**config.mk**
```make
export PLATFORM = sky130hd
export DESIGN_NAME = fpu_scoreboard
export DESIGN_NICKNAME = d
export VERILOG_FILES = /design/src/rtl/fpu_sb_pkg.sv /design/src/rtl/fpu_sb_regcnt.sv /design/src/rtl/fpu_scoreboard.sv
export SDC_FILE = /design/constraint.sdc
export NUM_CORES = 1
export LEC_CHECK = 0
export ABC_AREA = 0
export BUFFER_PORTS_ARGS = -buffer_cell sky130_fd_sc_hd__buf_2
export CELL_PAD_IN_SITES_DETAIL_PLACEMENT = 0
export CELL_PAD_IN_SITES_GLOBAL_PLACEMENT = 1
export CORE_UTILIZATION = 52
export DETAILED_ROUTE_END_ITERATION = 8
export PLACE_DENSITY_LB_ADDON = 0.1
export SETUP_SLACK_MARGIN = 0.05
export SYNTH_ARGS = -nofsm -noshare
export SYNTH_HDL_FRONTEND = slang
export SYNTH_SLANG_ARGS = --single-unit
```
**constraint.sdc**
```tcl
create_clock -name clk -period 9.8 [get_ports clk]
set_clock_uncertainty 0.1 [all_clocks]
set_input_delay 0.49 -clock clk [delete_from_list [all_inputs] [get_ports clk]]
set_output_delay 0.49 -clock clk [all_outputs]
set_load 0.005 [all_outputs]
```
**src/rtl/fpu_sb_pkg.sv**
```systemverilog
// Shared types, defaults and width helper for the FP register scoreboard.
package fpu_sb_pkg;

  typedef enum logic [1:0] {
    ST_RUN   = 2'd0,
    ST_DRAIN = 2'd1,
    ST_DONE  = 2'd2
  } sb_state_e;

  localparam int unsigned DEF_NUM_REGS     = 32;
  localparam int unsigned DEF_MAX_INFLIGHT = 4;
  localparam bit          DEF_WAW_STALL    = 1'b1;
  localparam bit          DEF_WB_BYPASS    = 1'b1;

  // Bits needed to hold values 0..max_val inclusive.
  function automatic int unsigned cnt_width(input int unsigned max_val);
    return (max_val < 1) ? 1 : $clog2(max_val + 1);
  endfunction

endpackage

```
**src/rtl/fpu_sb_regcnt.sv**
```systemverilog
// One per-register pending-write counter: saturating up/down with a registered busy flag.
module fpu_sb_regcnt
  import fpu_sb_pkg::*;
#(
  parameter  int unsigned MAX_CNT = DEF_MAX_INFLIGHT,
  localparam int unsigned CW      = cnt_width(MAX_CNT)
) (
  input  logic          clk,
  input  logic          rst,
  input  logic          inc_i,
  input  logic          dec_i,
  output logic [CW-1:0] cnt_o,
  output logic          busy_o,
  output logic          underflow_o
);

  localparam logic [CW-1:0] CNT_MAX = CW'(MAX_CNT);

  logic [CW-1:0] cnt_q, cnt_d;
  logic          busy_q;

  always_comb begin
    cnt_d       = cnt_q;
    underflow_o = 1'b0;
    unique case ({inc_i, dec_i})
      2'b10: if (cnt_q != CNT_MAX) cnt_d = cnt_q + CW'(1);
      2'b01: begin
        if (cnt_q != '0) cnt_d = cnt_q - CW'(1);
        else             underflow_o = 1'b1;
      end
      // A writeback against an empty counter is spurious; the new issue still counts.
      2'b11: begin
        if (cnt_q == '0) begin
          cnt_d       = CW'(1);
          underflow_o = 1'b1;
        end
      end
      default: ;
    endcase
  end

  always_ff @(posedge clk) begin
    if (rst) begin
      cnt_q  <= '0;
      busy_q <= 1'b0;
    end else begin
      cnt_q  <= cnt_d;
      busy_q <= (cnt_d != '0);
    end
  end

  always_ff @(posedge clk) begin
    if (!rst) assert (!(inc_i && !dec_i && (cnt_q == CNT_MAX)));
  end

  assign cnt_o  = cnt_q;
  assign busy_o = busy_q;

endmodule

```
**src/rtl/fpu_scoreboard.sv**
```systemverilog
// FP register scoreboard: RAW/WAW/in-flight issue gating with a drain handshake.
module fpu_scoreboard
  import fpu_sb_pkg::*;
#(
  parameter  int unsigned NUM_REGS     = DEF_NUM_REGS,
  parameter  int unsigned MAX_INFLIGHT = DEF_MAX_INFLIGHT,
  parameter  bit          WAW_STALL    = DEF_WAW_STALL,
  parameter  bit          WB_BYPASS    = DEF_WB_BYPASS,
  localparam int unsigned RW           = (NUM_REGS > 1) ? $clog2(NUM_REGS) : 1,
  localparam int unsigned IW           = cnt_width(MAX_INFLIGHT)
) (
  input  logic                clk,
  input  logic                rst,
  input  logic                issue_valid,
  input  logic [RW-1:0]       issue_rs1,
  input  logic [RW-1:0]       issue_rs2,
  input  logic                issue_rs1_en,
  input  logic                issue_rs2_en,
  input  logic [RW-1:0]       issue_rd,
  input  logic                issue_wb_en,
  input  logic                flush_in,
  input  logic                complete_valid,
  input  logic [RW-1:0]       complete_rd,
  input  logic                drain_req,
  output logic                issue_ready,
  output logic                stall_out,
  output logic [NUM_REGS-1:0] busy_vec,
  output logic [IW-1:0]       inflight_cnt,
  output logic                drained,
  output logic                err_underflow
);

  sb_state_e         state_q;
  logic [IW-1:0]     inflight_q, inflight_d;
  logic              drained_q, err_q;
  logic [IW-1:0]     reg_cnt [NUM_REGS];
  logic [NUM_REGS-1:0] reg_uflow;
  logic              raw_haz, waw_haz, full, issue_fire, comp_ok, uflow_evt;

  for (genvar i = 0; i < NUM_REGS; i++) begin : g_reg
    fpu_sb_regcnt #(.MAX_CNT(MAX_INFLIGHT)) u_cnt (
      .clk         (clk),
      .rst         (rst),
      .inc_i       (issue_fire && issue_wb_en && (issue_rd == RW'(i))),
      .dec_i       (complete_valid && (complete_rd == RW'(i))),
      .cnt_o       (reg_cnt[i]),
      .busy_o      (busy_vec[i]),
      .underflow_o (reg_uflow[i])
    );
  end

  // A hazard on a register is lifted early when its last pending write lands this cycle.
  always_comb begin
    raw_haz = 1'b0;
    waw_haz = 1'b0;
    if (issue_rs1_en && busy_vec[issue_rs1] &&
        !(WB_BYPASS && complete_valid && (complete_rd == issue_rs1) &&
          (reg_cnt[issue_rs1] == IW'(1))))
      raw_haz = 1'b1;
    if (issue_rs2_en && busy_vec[issue_rs2] &&
        !(WB_BYPASS && complete_valid && (complete_rd == issue_rs2) &&
          (reg_cnt[issue_rs2] == IW'(1))))
      raw_haz = 1'b1;
    if (WAW_STALL && issue_wb_en && busy_vec[issue_rd] &&
        !(WB_BYPASS && complete_valid && (complete_rd == issue_rd) &&
          (reg_cnt[issue_rd] == IW'(1))))
      waw_haz = 1'b1;
  end

  assign full        = (inflight_q == IW'(MAX_INFLIGHT)) && !complete_valid;
  assign issue_ready = !raw_haz && !waw_haz && !full && (state_q == ST_RUN);
  assign stall_out   = issue_valid && !issue_ready;
  assign issue_fire  = issue_valid && issue_ready && !flush_in;
  assign comp_ok     = complete_valid && (inflight_q != '0);
  assign uflow_evt   = complete_valid && ((inflight_q == '0) || (|reg_uflow));

  always_comb begin
    inflight_d = inflight_q;
    if (issue_fire && !comp_ok)      inflight_d = inflight_q + IW'(1);
    else if (!issue_fire && comp_ok) inflight_d = inflight_q - IW'(1);
  end

  // Drain completes on the edge where the in-flight count reaches zero with nothing issuing.
  always_ff @(posedge clk) begin
    if (rst) begin
      state_q    <= ST_RUN;
      drained_q  <= 1'b0;
      err_q      <= 1'b0;
      inflight_q <= '0;
    end else begin
      inflight_q <= inflight_d;
      if (uflow_evt) err_q <= 1'b1;
      unique case (state_q)
        ST_RUN: begin
          if (drain_req) begin
            if (inflight_d == '0) begin
              state_q   <= ST_DONE;
              drained_q <= 1'b1;
            end else begin
              state_q <= ST_DRAIN;
            end
          end
        end
        ST_DRAIN: begin
          if (inflight_d == '0) begin
            state_q   <= ST_DONE;
            drained_q <= 1'b1;
          end
        end
        ST_DONE: begin
          if (!drain_req) begin
            state_q   <= ST_RUN;
            drained_q <= 1'b0;
          end
        end
        default: begin
          state_q   <= ST_RUN;
          drained_q <= 1'b0;
        end
      endcase
    end
  end

  assign inflight_cnt  = inflight_q;
  assign drained       = drained_q;
  assign err_underflow = err_q;

endmodule

```
==> impl_metrics.yaml, run 1 <==
status:
  status: "finished clean"
timing:
  setup_tns_ns: 0
  finalCriticalPeriod_ns: 6.001
  slew_headroom_pct: 9.302
  setup_violations: 0
  setup_slack_ns: 3.799
  hold_ws_ns: 0.3149
  final-hold-violation-count: 0
  fmax_mhz: 166.6
  slew_violations: 0
  rsz0062_at_grt: "no"
  timing.final.crit_share_pct: 61.23
  tightest_slew_ns: 1.358
synthesis:
  synth_compound_area_share_pct: 18.55
  ys_seq_area_share_pct: 17.30
  ys_ff_latch: 135
  synthArstFlopShare_pct: 0
  synth_fp_nets: 2202
  ys.flop_type: "dfxtp_1"
  netlist-cell-type-count: 95
  synth_top_area_cell: "dfxtp_1"
  synthAdderAreaFrac_pct: 15.89
  synth_edf_count: 0
  yosysWarnings: 0
  postSynthCellCount: 1978
  synth.area.top_cells: "dfxtp_1, ha_1, mux4_2"
  yosys.area_share.simple_pct: 24.35
  synth.top_cell.area_share_pct: 17.30
  synth_top_family_by_area: "simple AND/OR/NAND/NOR gates"
  syn-cell-area_sq_mm: 0.01562
  synth_mux_area_share_pct: 10.93
  postSynthAreaPerCell_sq_um: 7.896
  yosys.area_share.xor_xnor_pct: 3.477
power:
  p_leak_nw: 7.001
  comb_power_share_pct: 35.2
  switching_share_pct: 39.86
  p_sw_mw: 0.8733
  ir_drop_mv: 0.2190
  power.total_mw: 2.191
  seq_power_share_pct: 29.9
  p_int_mw: 1.318
  cellPowerDensity_mw_per_mm2: 132.7
  clock_power_share_pct: 34.9
hold_path:
  min_path_cells: 3
  hp-class: "input pin to flip-flop"
  hold_end: "state_q[0]"
  min_from: "drain_req"
global_routing:
  overflow: 0
  grt_start_max_net_pins: 84
  antenna_found_initial: 0
  grt_pass1_vias: 14820
  grt_pass1_wl_mm: 90.75
  grt_util_all_layers_pct: 39.16
clocking:
  clock_latency_ns: 0.45
  cts_sinks: 135
  cts.path.max_buffers: 2
  numCtsBuffers: 17
  post_cts_buffers: 0
  clk_pin_slew_ns: 0.06
  cts_tree: "yes"
  cts_hold_buf: 0
  cts_htree_levels: 4
  post_cts_resized: 0
  cts_root_buffer: "clkbuf_16"
cells_and_area:
  final_layout_size_suffix_gt1_share_pct: 10.57
  design_area_sq_mm: 0.01651
  final_cells: 2350
  final_nets: 2170
  fin_util_pct: 55.87
  fillerInstances: 2859
  area_delta_synth_final_pct: 5.736
placement:
  dpl_worst_slack_ns: 3.853
  dpl.cell_count: 2317
  place_area_sq_mm: 0.01583
  gp_congestion: 1.026
  port_buffers: 67
  dp.final_hpwl_mm: 45.16
route:
  first_pass_iters: 7
  via_count: 15990
  ant_nets: 0
  totalWireLength_mm: 60.48
  wl_per_cell_microns: 25.73
  first_iter_violations: 2070
  viasPerCell: 6.803
  drcViolationCount: 0
floorplan:
  die_w_microns: 175.3
  rows: 63
  dieArea_sq_mm: 0.03073
  initial_core_util_pct: 52.84
  die_h_microns: 175.3
  io_pins: 68
  fp.coreArea_sq_mm: 0.02956
setup_path:
  rr_startpoint: "g_reg[23].u_cnt.cnt_o[2]"
  path_class: "input pin to output pin"
  r2r_cells: 12
  reg2reg_slack_ns: 4.55
  worstPathRequired_ns: 9.21
  startpoint_type: "input pin"
  max_stage_delay_ns: 0.95
  crit_chain: "buf_2 > buf_4 > nand2b_1 > o22ai_1 > o21a_1 > a2111oi_1 > a21oi_1 > nand2_2 > buf_4 > nand2_1 > inv_2 > buf_2"
  r2r-end: "g_reg[8].u_cnt.busy_o"
  crit_fanout: 38
  cp_slowest_cell: "nand2b_1"
  worstPathArrival_ns: 5.41
  endpoint_kind: "output pin"
flow_run:
  drv_cap: 0
[synth_stat cells (all sizes together), types with 55 or more instances]
| cell | instances |
|---|---|
| nand2 | 140 |
| mux2i | 60 |
| ha | 195 |
| nor2 | 204 |
| o21ai | 55 |
| inv | 189 |
| clkbuf | 55 |
| dfxtp | 135 |
| buf | 82 |
| a21oi | 60 |
| nand3 | 76 |
| nor3 | 88 |
[critical path, delay by kind of cell]
family / cells / cell delay, ns
AOI/OAI and AO/OA: 4 / 0.92
and+or+nand+nor: 3 / 2.01
buffers and inverters: 5 / 1.89
[worst max-delay path by stage]
| stage | startpoint | slack [ns] | endpoint |
|---|---|---|---|
| floorplan | issue_rs2[0] | 6.05 | g_reg[8].u_cnt.busy_o |
| global placement | issue_rd[0] | 4.02 | g_reg[8].u_cnt.busy_o |
| detailed placement | issue_rd[0] | 3.85 | g_reg[8].u_cnt.busy_o |
| CTS | issue_rd[0] | 4.09 | issue_ready |
| global route | issue_rd[0] | 3.73 | issue_ready |
| finish | issue_rd[0] | 3.80 | issue_ready |
[sequential cells by signal (all words and copies together), names as in the netlist]
register and count:
inflight_cnt 3, g.u_cnt.cnt_o 96, g.u_cnt.busy_o 32, err_underflow 1, drained 1, state_q 2
[routing by layer]
layer	GRT usage [%]	vias up	wire length [microns]
li1	-	7122	-
met1	51.68	7629	24560
met2	59.19	1047	25890
met3	9.957	190	6835
met4	19.28	0	3195
met5	0	-	0
[power by group through the flow]
stage               Clock (mW)  Sequential (mW)  Combinational [mW]
floorplan                    0            0.637               0.567
global placement             0            0.664               0.734
detailed placement           0            0.664               0.741
CTS                      0.771            0.652               0.745
global route             0.795            0.660               0.814
finish                   0.764            0.656               0.771
[placed cells by master (no fill, tap or decap), drive strengths merged, types with 21 or more instances in the layout]
cell,netlist,layout
a211oi,22,22
a21oi,60,60
a31oi,47,47
and3,27,27
buf,82,86
dfxtp,135,135
ha,195,195
inv,189,189
mux2i,60,60
mux4,44,44
nand2,140,140
nand3,76,76
nand4,35,35
nor2,204,204
nor3,88,88
nor3b,21,21
nor4,24,24
o21ai,55,55
or3,23,23
xnor2,54,54
[cells by family (layout without fill, tap and decap cells)]
family / count (synthesis) / after routing
AO/OA/AOI/OAI: 401 / 401
XOR/XNOR: 62 / 62
adder cells (fa/ha/maj): 199 / 199
buffers and inverters: 326 / 307
flip-flops: 135 / 135
multiplexers: 114 / 114
other: 0 / 1
AND/OR/NAND/NOR: 741 / 741
[area by class of cell]
class                   instances  area (sq um)  area share, %
repair buffers                 86         480.5          2.909
inverters                     189         709.4          4.296
well taps                     390         488.0          2.955
clock buffers                  19         452.9          2.743
diodes                          1         2.502        0.01515
multi-input cells            1517         11450          69.35
clock inverters                13         225.2          1.364
flip-flops and latches        135          2703          16.36
(Power assumes the default switching activity.)
==> inputs of run 2 (changes only) <==
- ABC_AREA: 0 -> 1
- CORE_UTILIZATION: 52 -> 41
- clock period: 9.8 -> 5.05 ns (I/O delays scaled with it)
==> run 2 against run 1 <==
Net effect: worst setup slack got worse by 2.3 ns; sequential share of layout area fell by 0.29 points; register-to-register slack got worse by 3.0 ns; area after synthesis fell by 0.24%; first-iteration DRC count fell by 26%; critical path type is now input pin to flip-flop; highest routed layer unchanged.
==> impl_metrics.yaml, run 2 <==
cells_and_area:
  final_layout_size_suffix_gt1_share_pct: 6.409
  largest_reg_flops: 96
  final_cell_mix: "nand2_1, inv_1, nand3_1"
  n_antenna_cell: 0
  final_common_cell: "nand2_1"
  fin_util_pct: 44.85
  fillerInstances: 4197
  final_cells: 3148
  area_delta_synth_final_pct: 7.902
  final_nets: 2849
route:
  via_count: 16950
  first_pass_iters: 6
  drcViolationCount: 0
  first_iter_violations: 1524
  viasPerCell: 5.383
  totalWireLength_mm: 57.55
  ant_nets: 0
  wl_per_cell_microns: 18.28
timing:
  finalCriticalPeriod_ns: 3.599
  setup_violations: 0
  fmax_mhz: 277.9
  tightest_slew_ns: 1.064
  slew_headroom_pct: 27.26
  final-hold-violation-count: 0
  timing.final.crit_share_pct: 71.27
  rsz0062_at_grt: "no"
  slew_violations: 0
  hold_ws_ns: 0.1332
  setup_tns_ns: 0
synthesis:
  synth.top_cell.area_share_pct: 17.35
  synth_mux_area_share_pct: 0
  netlist-cell-type-count: 38
  synth_top_area_cell: "dfxtp_1"
  yosys.area_share.xor_xnor_pct: 2.811
  synthArstFlopShare_pct: 0
  yosysWarnings: 0
  yosys.area_share.simple_pct: 38.75
  synthAdderAreaFrac_pct: 15.66
  ys_seq_area_share_pct: 17.35
  synth_common_cells: "nand2_1, inv_1, nand3_1, nor2_1, ha_1"
  ys_ff_latch: 135
  synth_top_family_by_area: "simple AND/OR/NAND/NOR gates"
  postSynthAreaPerCell_sq_um: 5.956
  postSynthCellCount: 2616
  synth_fp_nets: 2840
  synth_edf_count: 0
  syn-cell-area_sq_mm: 0.01558
  synth.area.top_cells: "dfxtp_1, ha_1, nand2_1"
  ys.flop_type: "dfxtp_1"
  synth_compound_area_share_pct: 10.75
  synth.most_common_cell: "nand2_1"
setup_path:
  r2r_cells: 20
  reg2reg_slack_ns: 1.58
  startpoint_type: "input pin"
  r2r-end: "g_reg[12].u_cnt.busy_o"
  worstPathRequired_ns: 5.31
  rr_startpoint: "g_reg[28].u_cnt.cnt_o[0]"
  worstPathArrival_ns: 3.86
  crit_fanout: 37
  path_class: "input pin to flip-flop"
  endpoint_kind: "flip-flop"
clocking:
  post_cts_buffers: 0
  clk_pin_slew_ns: 0.06
  cts_root_buffer: "clkbuf_16"
  cts_tree: "yes"
  cts_sinks: 135
  cts.path.max_buffers: 2
  numCtsBuffers: 17
  cts_htree_levels: 4
  clock_latency_ns: 0.49
floorplan:
  die_h_microns: 196.9
  initial_core_util_pct: 41.56
  rows: 71
  dieArea_sq_mm: 0.03879
  die_w_microns: 196.9
  fp.coreArea_sq_mm: 0.03749
  io_pins: 68
hold_path:
  hold_end: "inflight_cnt[1]"
  min_from: "rst"
  hp-class: "input pin to flip-flop"
  min_path_cells: 3
placement:
  port_buffers: 67
  dpl.cell_count: 3115
  dp.final_hpwl_mm: 44.53
  gp_congestion: 1.002
global_routing:
  grt_pass1_wl_mm: 88.91
  overflow: 0
  grt_pass1_vias: 15680
  antenna_found_initial: 1
  grt_start_max_net_pins: 46
  grt_util_all_layers_pct: 30.01
status:
  status: "finished clean"
power:
  p_leak_nw: 9.038
  cellPowerDensity_mw_per_mm2: 183.2
  ir_drop_mv: 0.2619
flow_run:
  drv_cap: 0
-- run 2: worst max-delay path by stage --
stage,startpoint,endpoint,slack (ns),depth (start not counted)
after global routing,g_reg[28].u_cnt.cnt_o[0],g_reg[12].u_cnt.busy_o,1.14,20
after floorplan,issue_rs1[0],g_reg[17].u_cnt.busy_o,2.43,21
final,issue_rd[0],g_reg[12].u_cnt.busy_o,1.45,21
after global placement,issue_rd[0],g_reg[12].u_cnt.busy_o,1.17,21
after CTS,issue_rd[0],g_reg[12].u_cnt.busy_o,1.57,21
after detailed placement,issue_rd[0],g_reg[12].u_cnt.busy_o,1.05,21
-- run 2: critical path: stages --
cell     delay (ns)
buf_2          0.33
inv_2          0.15
nand2_1        0.63
nor2_1         0.09
nor2_1         0.11
nand3_1        0.17
nand2_1        0.13
nand2_1        0.05
nor2_1         0.10
nand3_1        0.11
nand2_1        0.10
nand2_1        0.07
a21oi_2        0.16
nand4_2        0.16
nor2_4         0.21
buf_12         0.25
nand2_1        0.22
nand3_1        0.12
nand3_1        0.08
o21ai_0        0.21
nand3_1        0.11
-- run 2: final cells by class --
cell class                 instances  area [sq um]  area share [%]
multi-input combinational       1921         10590           63.01
sequential                       135          2703           16.07
inverter                         464          1742           10.36
tap                              511         639.4           3.803
timing repair buffer              86         508.0           3.022
clock buffer                      19         452.9           2.694
clock inverter                    12         175.2           1.042
-- run 2: cell families (layout without fill, tap and decap cells) --
logic type      Yosys count  count (layout)
compound gates          308             308
xor+xnor                 50              50
fa+ha+maj               195             195
buf+inv                 560             581
flops                   135             135
simple gates           1368            1368
-- run 2: where the power goes --
part / leakage, nW / switching (mW) / internal (mW) / total [mW]
combinational: 7.65 / 0.408 / 0.174 / 0.582
clock: 0.301 / 0.527 / 0.845 / 1.37
sequential: 1.09 / 0.0327 / 1.09 / 1.13
-- run 2: routing by layer --
layer	vias to the layer above	part of all wire [%]	global-route usage, %	wire length, microns
met5	-	0	0	0
met4	0	2.8	11.54	1625
li1	8357	-	-	-
met2	665	42	45.50	24210
met3	93	8.0	5.459	4607
met1	7830	47	41.84	27110
-- run 2: what timing repair did --
| action | in CTS | in global routing |
|---|---|---|
| hold buffers | 2 | 0 |
| endpoints found under the hold margin | 2 | 0 |
| gates resized for setup | 0 | 0 |
-- run 2: per-stage QoR --
stage	total power [mW]	worst slack, ns	instance area, sq um
after floorplan	1.513	2.433	15580
after global placement	1.715	1.169	16160
after detailed placement	1.712	1.049	16160
after CTS	3.110	1.568	16810
after global routing	3.214	1.144	16810
final	3.080	1.451	16810
